==> src/rtl/ov_stream_gen_if.sv <==
// Parallel camera bus between the synthetic stream generator and its consumer.
// The generator owns the master side: it reads the control inputs and drives
// the OV7670-style sync/data lines plus the completed-frame counter.
interface ov_stream_gen_if;
    logic        work_en;
    logic [1:0]  pattern_sel;
    logic        ov_vs;
    logic        ov_hs;
    logic [7:0]  cam_data;
    logic [15:0] frame_cnt;

    modport master (
        input  work_en,
        input  pattern_sel,
        output ov_vs,
        output ov_hs,
        output cam_data,
        output frame_cnt
    );

    modport slave (
        output work_en,
        output pattern_sel,
        input  ov_vs,
        input  ov_hs,
        input  cam_data,
        input  frame_cnt
    );
endinterface

==> src/rtl/ov_stream_gen.sv <==
// Synthetic OV7670 transmitter: VGA YUV422 (YUYV) timing on the pixel clock.
// A row/column counter pair walks the whole frame. Sync, HREF and the pixel
// byte are decoded from the current position and registered, so every output
// lags the counters by one clock. Frames are only ever emitted whole.
module ov_stream_gen #(
    parameter int H_ACTIVE = 640,
    parameter int H_BLANK  = 144,
    parameter int V_SYNC   = 3,
    parameter int V_BACK   = 17,
    parameter int V_ACTIVE = 480,
    parameter int V_FRONT  = 10
) (
    input  logic             ov_pclk,
    input  logic             rst,
    ov_stream_gen_if.master  bus
);

    localparam int LINE_CLK = 2 * (H_ACTIVE + H_BLANK);
    localparam int V_TOTAL  = V_SYNC + V_BACK + V_ACTIVE + V_FRONT;
    localparam int ROW0     = V_SYNC + V_BACK;

    // One spare count of headroom so the exclusive upper bounds below always fit.
    localparam int CW = $clog2(LINE_CLK + 1);
    localparam int RW = $clog2(V_TOTAL + 1);

    localparam logic [CW-1:0] COL_LAST    = CW'(LINE_CLK - 1);
    localparam logic [CW-1:0] COL_ACT_END = CW'(2 * H_ACTIVE);
    localparam logic [RW-1:0] ROW_LAST    = RW'(V_TOTAL - 1);
    localparam logic [RW-1:0] ROW_VS_END  = RW'(V_SYNC);
    localparam logic [RW-1:0] ROW_ACT_BEG = RW'(ROW0);
    localparam logic [RW-1:0] ROW_ACT_END = RW'(ROW0 + V_ACTIVE);

    typedef enum logic {
        ST_IDLE = 1'b0,
        ST_RUN  = 1'b1
    } state_t;

    state_t          state_reg;
    logic [CW-1:0]   col_reg;
    logic [RW-1:0]   row_reg;
    logic [1:0]      pat_reg;
    logic            vs_reg;
    logic            hs_reg;
    logic [7:0]      data_reg;
    logic [15:0]     frame_cnt_reg;

    logic            in_run;
    logic            vs_next;
    logic            hs_next;
    logic [7:0]      data_next;
    logic [7:0]      x_lo;
    logic [7:0]      y_lo;
    logic [7:0]      y_byte;

    // Decode sync, HREF and the pattern byte for the current frame position.
    always_comb begin
        in_run  = (state_reg == ST_RUN);
        // Only the low byte of the pixel coordinates ever reaches the output.
        x_lo    = 8'(col_reg >> 1);
        y_lo    = 8'(row_reg) - 8'(ROW0);
        vs_next = in_run && (row_reg < ROW_VS_END);
        hs_next = in_run && (row_reg >= ROW_ACT_BEG) && (row_reg < ROW_ACT_END)
                         && (col_reg < COL_ACT_END);

        case (pat_reg)
            2'd0:    y_byte = x_lo;
            2'd1:    y_byte = y_lo;
            2'd3:    y_byte = (x_lo[3] ^ y_lo[3]) ? 8'hEB : 8'h10;
            default: y_byte = 8'(col_reg);
        endcase

        // Both chroma samples are neutral grey, so U and V need no x-parity select.
        data_next = 8'h00;
        if (hs_next) begin
            if (pat_reg == 2'd2) begin
                data_next = 8'(col_reg);
            end else begin
                data_next = col_reg[0] ? 8'h80 : y_byte;
            end
        end
    end

    // Frame sequencer: position counters, pattern latch, frame count and registered outputs.
    always_ff @(posedge ov_pclk or posedge rst) begin
        if (rst) begin
            state_reg     <= ST_IDLE;
            row_reg       <= '0;
            col_reg       <= '0;
            pat_reg       <= 2'd0;
            vs_reg        <= 1'b0;
            hs_reg        <= 1'b0;
            data_reg      <= 8'h00;
            frame_cnt_reg <= 16'd0;
        end else begin
            vs_reg   <= vs_next;
            hs_reg   <= hs_next;
            data_reg <= data_next;

            case (state_reg)
                ST_IDLE: begin
                    row_reg <= '0;
                    col_reg <= '0;
                    if (bus.work_en) begin
                        state_reg <= ST_RUN;
                        pat_reg   <= bus.pattern_sel;
                    end
                end
                ST_RUN: begin
                    if (col_reg == COL_LAST) begin
                        col_reg <= '0;
                        if (row_reg == ROW_LAST) begin
                            // Frame boundary: the only place work_en and pattern_sel are honoured.
                            row_reg       <= '0;
                            frame_cnt_reg <= frame_cnt_reg + 16'd1;
                            if (bus.work_en) begin
                                pat_reg <= bus.pattern_sel;
                            end else begin
                                state_reg <= ST_IDLE;
                            end
                        end else begin
                            row_reg <= row_reg + RW'(1);
                        end
                    end else begin
                        col_reg <= col_reg + CW'(1);
                    end
                end
                default: state_reg <= ST_IDLE;
            endcase
        end
    end

    assign bus.ov_vs     = vs_reg;
    assign bus.ov_hs     = hs_reg;
    assign bus.cam_data  = data_reg;
    assign bus.frame_cnt = frame_cnt_reg;

endmodule

==> src/flat_wrapper.sv <==
// flat-port wrapper written by rule: the top's interface ports become plain ports
module ov_stream_gen_flat 
#(
    parameter int H_ACTIVE = 640,
    parameter int H_BLANK  = 144,
    parameter int V_SYNC   = 3,
    parameter int V_BACK   = 17,
    parameter int V_ACTIVE = 480,
    parameter int V_FRONT  = 10
)
  (ov_pclk, rst, bus_work_en, bus_pattern_sel, bus_ov_vs, bus_ov_hs, bus_cam_data, bus_frame_cnt);
  ov_stream_gen_if bus_i ();
  input  logic ov_pclk;
  input  logic rst;
  input wire logic [$bits(bus_i.work_en)-1:0] bus_work_en;
  input wire logic [$bits(bus_i.pattern_sel)-1:0] bus_pattern_sel;
  output wire logic [$bits(bus_i.ov_vs)-1:0] bus_ov_vs;
  output wire logic [$bits(bus_i.ov_hs)-1:0] bus_ov_hs;
  output wire logic [$bits(bus_i.cam_data)-1:0] bus_cam_data;
  output wire logic [$bits(bus_i.frame_cnt)-1:0] bus_frame_cnt;
  assign bus_i.work_en = bus_work_en;
  assign bus_i.pattern_sel = bus_pattern_sel;
  assign bus_ov_vs = bus_i.ov_vs;
  assign bus_ov_hs = bus_i.ov_hs;
  assign bus_cam_data = bus_i.cam_data;
  assign bus_frame_cnt = bus_i.frame_cnt;
  ov_stream_gen #(.H_ACTIVE(H_ACTIVE), .H_BLANK(H_BLANK), .V_SYNC(V_SYNC), .V_BACK(V_BACK), .V_ACTIVE(V_ACTIVE), .V_FRONT(V_FRONT)) u_core (.ov_pclk(ov_pclk), .rst(rst), .bus(bus_i));
endmodule
==> config.mk <==
export PLATFORM = sky130hd
export DESIGN_NAME = ov_stream_gen_flat
export DESIGN_NICKNAME = d
export VERILOG_FILES = /design/src/rtl/ov_stream_gen_if.sv /design/src/rtl/ov_stream_gen.sv /design/src/flat_wrapper.sv
export SDC_FILE = /design/constraint.sdc
export NUM_CORES = 1
export LEC_CHECK = 0
export ABC_AREA = 0
export CORE_MARGIN = 10
export CORE_UTILIZATION = 31
export CTS_CLUSTER_SIZE = 25
export DETAILED_ROUTE_END_ITERATION = 10
export GPL_ROUTABILITY_DRIVEN = 0
export SLEW_MARGIN = 20
export SYNTH_ARGS = -nofsm -noshare
export SYNTH_HDL_FRONTEND = slang
export SYNTH_SLANG_ARGS = --single-unit
==> constraint.sdc <==
create_clock -name ov_pclk -period 2.98 [get_ports ov_pclk]
set_clock_uncertainty 0.05 [all_clocks]
set_input_delay 0.596 -clock ov_pclk [delete_from_list [all_inputs] [get_ports ov_pclk]]
set_output_delay 0.596 -clock ov_pclk [all_outputs]
set_load 0.02 [all_outputs]
; After elaboration in Yosys (flattened, before gate mapping)
; Cells that the tools add are included.
[word_totals]
inputBits = 5
output_inout_bits = 26
elab_cells = 50
ff_bits = 49
[classes]
n_eq_ne = 7
reduce_logical = 7
bitwise_logic = 2
n_mux = 18
addsub = 4
n_lt_le_gt_ge = 4
[op_table]
columns = op, count
row1 = $mux 8, 4
row2 = $pmux 8 s3, 1
row3 = $pmux 11 s2, 1
row4 = $mux 9, 2
row5 = $pmux 9 s2, 1
row6 = $add 16x1->16 const B, 1
row7 = $add 11x1->11 const B, 1
row8 = $eq 11x11->1 const B, 1
row9 = $lt 11x11->1 const B, 1
row10 = $mux 11, 1
row11 = $add 9x1->9 const B, 1
row12 = $eq 9x9->1 const B, 1
row13 = $ge 9x5->1 const B, 1
row14 = $lt 9x2->1 const B, 1
row15 = $lt 9x9->1 const B, 1
row16 = $sub 8x5->8 const B, 1
row17 = $mux 2, 3
row18 = $eq 2x2->1 const B, 2
row19 = $logic_and 1x1->1, 4
row20 = $ne 2x2->1 const B, 2
row21 = $pmux 2 s2, 1
row22 = $mux 1, 3
row23 = $reduce_and 3->1, 1
row24 = $eq 2x1->1 const B, 1
row25 = other kinds (5), 5

; Longest topological paths before layout
[depth]
depth_word = 7
mapped_depth = 7
depth_no_buf = 7

; Worst setup path after synthesis
; No wires, ideal clock.
[synth_path]
path_kind = reg-to-reg
from = register u_core.col_reg[5]
to = register u_core.pat_reg[0]
path_slack_ns = 0.906
arrival_ns = 1.899
path_stages_with_launch = 7
required_time_ns = 2.805
synth_period_minus_slack_ns = 2.074
setup_time_ns = 0.125
n_path_buf = 1
cell_sequence = dfrtp_1 -> buf_6 -> or4b_4 -> nor4_4 -> a21o_4 -> nand2_2 -> mux2_4
[synth_via]
elab_chain_len = 3
[synth_rtl]
columns = item, line_no
row1 = start: declaration, ov_stream_gen.sv:39  ; logic [CW-1:0] col_reg;
row2 = start signal: assignment, ov_stream_gen.sv:124  ; col_reg <= col_reg + CW'(1);
row3 = $eq 11x11->1, ov_stream_gen.sv:109  ; if (col_reg == COL_LAST) begin
row4 = $ne 2x2->1 (no source line), -
row5 = $reduce_and 2->1 (no source line), -
row6 = end signal: assignment, ov_stream_gen.sv:105  ; pat_reg <= bus.pattern_sel;
row7 = end signal: assignment, ov_stream_gen.sv:116  ; pat_reg <= bus.pattern_sel;
row8 = end: declaration, ov_stream_gen.sv:41  ; logic [1:0] pat_reg;
; No other way between the ends.
; A chain may end at the register's enable or synchronous reset.

; Worst setup path after layout
[layout_path]
from = register u_core.col_reg[0]
to = register u_core.pat_reg[0]
; Same word-level chain as after synthesis.

==> impl_metrics.py <==
metrics = {
    "routing": {
        "wl_per_cell_um": 14.1,
        "postRouteWirelength_um": 5810,
        "drc": 0,
        "vias": 2053,
        "first_pass_iters": 4,
        "drtIter0Drc": 91,
        "drt.antenna.violating_nets": 0,
        "detail_route.vias_per_cell": 4.98,
    },
    "worst_setup_path": {
        "crit_type": "flop to flop",
        "critPathLaunch": "u_core.col_reg[0]",
        "slowest_delay_ns": 0.52,
        "slowest_stage": "dfrtp_1",
        "path_buf_inv": 0,
        "r2r_cells": 6,
        "reg2reg_slack_ns": 0.59,
        "worstPathRequired_ns": 3.12,
        "crit_path_end_kind": "flop",
        "startpoint_type": "flop",
        "r2r_end": "u_core.pat_reg[0]",
        "path_cells": "ha_1, nand4_1, nor4_4, a21o_4, nand2_2, mux2_4",
        "cp_max_fo": 10,
        "reg2reg_from": "u_core.col_reg[0]",
        "cp.arrival_ns": 2.54,
        "cp_top_family": "simple AND/OR/NAND/NOR gates",
    },
    "place": {
        "placed_cell_area_sq_um": 3080,
        "dp.final_hpwl_um": 4400,
        "port_buffers": 30,
    },
    "run": {
        "cap_violations": 0,
    },
    "logic_synthesis": {
        "synth_top_cells_by_count": "dfrtp_1, nor2_1, nand2_1, xor2_1, inv_1",
        "yosysTopAreaCellShare": 0.458,
        "yosys_register_bits": 49,
        "yosysUniqueCellTypes": 43,
        "synthFlopType": "dfrtp_1",
        "syn_inst": 278,
        "synth_edf_count": 0,
        "syn_area_sq_um": 2680,
        "synth_warnings": 0,
        "synth_area_per_cell_sq_um": 9.64,
        "yosys-top-cells-area": "dfrtp_1, xor2_1, nor2_1",
        "yosys.area.top_type": "dfrtp_1",
        "synth_fp_nets": 290,
        "seq_area_frac_synth": 0.458,
        "synthArstFlopShare": 1.00,
        "yosysMostFrequentCell": "dfrtp_1",
    },
    "layout": {
        "nNetsFinal": 318,
        "diodes": 0,
        "multi_input_area_sq_um": 1340,
        "largest_reg_flops": 16,
        "nFillCells": 861,
        "area_delta_synth_final_pct": 18.2,
        "drive_above_1_share": 0.0912,
        "final_area_sq_um": 3170,
        "register_area_sq_um": 1230,
    },
    "clock_tree": {
        "numCtsBuffers": 5,
        "post_cts_buffers": 0,
        "hold_buffers": 0,
        "cts-root-buf": "clkbuf_8",
        "cts_buffer_depth": 2,
        "cts_resized": 0,
        "cts.sink_count": 49,
        "clk_pin_slew_ns": 0.09,
        "cts_tree": "yes",
        "clkLatencyLatePin_ns": 0.30,
        "htreeDepth": 2,
    },
    "global_routing": {
        "grt_overflow": 0,
        "grt_max_degree": 24,
        "grt_pass1_vias": 1976,
        "antenna_found_initial": 0,
        "grt_use_total": 0.0932,
        "grt_pass1_wl_um": 10000,
    },
    "timing": {
        "tns_ns": 0,
        "fmax_mhz": 418,
        "worst_slew_margin_rel": 0.466,
        "worst_slew_pin_slew_ns": 0.801,
        "fin_crit_sh": 0.803,
        "rsz0062_at_grt": "no",
        "final-hold-violation-count": 0,
        "setup_viol": 0,
        "slew_violations": 0,
        "period_minus_slack_ns": 2.39,
    },
    "die": {
        "ioPinCount": 31,
        "start_util": 0.323,
        "die_h_um": 113,
        "core_sq_um": 8300,
        "rows": 33,
        "die_w_um": 113,
        "dieArea_sq_um": 12800,
    },
    "run_status": {
        "status": "completed",
    },
    "pwr": {
        "powerDensity_nw_per_um2": 335,
        "vdd_drop_max_v": 0.000154,
        "power_leakage_nw": 1.37,
    },
    "min_path": {
        "whs_endpoint": "u_core.bus.frame_cnt[15]",
        "min_from": "u_core.bus.frame_cnt[15]",
        "hold_class": "flop to flop",
        "hold_path_depth": 1,
    },
}
area by class of cell:
| class | count | area share |
|---|---|---|
| sequential | 49 | 0.387 |
| multi-input combinational | 200 | 0.422 |
| timing repair buffer | 34 | 0.104 |
| clock inverter | 2 | 0.00316 |
| inverter | 16 | 0.0190 |
| clock buffer | 6 | 0.0229 |
| tap | 105 | 0.0415 |
cell families (layout without fill, tap and decap cells):
kind of cell	after synthesis	in the layout	share of synthesized area
compound gates	39	39	0.0952
xor+xnor	31	31	0.101
fa+ha+maj	7	7	0.0327
buf+inv	29	58	0.0439
flops	49	49	0.458
mux	6	6	0.0275
simple gates	117	117	0.242
cells in the final DEF (no fill, tap or decap), types with 6 or more instances in the layout:
master,netlist,final
nand2_1,18,18
nor2b_1,6,6
nand3_1,12,12
xor2_1,18,18
ha_1,7,7
inv_1,15,14
o21ai_0,9,9
a21oi_1,14,14
clkdlybuf4s50_1,0,30
nand4_1,11,11
dfrtp_1,49,49
nor3_1,14,14
xnor2_1,13,13
nor2_1,31,31
how the worst max path moves through the flow:
stage,end,slack (ns),depth (start not counted)
after floorplan,u_core.pat_reg[0],0.91,6
after global placement,u_core.pat_reg[1],0.69,6
after detailed placement,u_core.pat_reg[0],0.62,6
after CTS,u_core.pat_reg[0],0.59,6
after global routing,u_core.bus.frame_cnt[12],0.33,6
final,u_core.pat_reg[0],0.59,6
routing by layer:
metal | global-route usage | up-vias | routed length, um
met5 | 0 | - | 0
met4 | 0.0364 | 0 | 106
met3 | 0.0201 | 7 | 225
met2 | 0.153 | 30 | 2780
met1 | 0.116 | 998 | 2700
li1 | - | 1018 | -
where the power goes:
group          internal, mW  total [mW]  switching (mW)
clock                 0.163       0.377           0.214
combinational       0.00673      0.0211          0.0144
sequential            0.664       0.664               0
total                 0.834        1.06           0.228
metrics by stage:
step	hold slack, ns	setup slack, ns	std cells	utilization	power, mW
floorplan	0.475	0.906	278	-	0.688
global placement	0.410	0.695	404	0.372	0.700
detailed placement	0.417	0.619	404	0.372	0.700
CTS	0.430	0.589	412	0.382	1.08
global route	0.449	0.335	412	0.382	1.11
finish	0.424	0.586	412	0.382	1.06
Power figures use the tool's default switching activity.
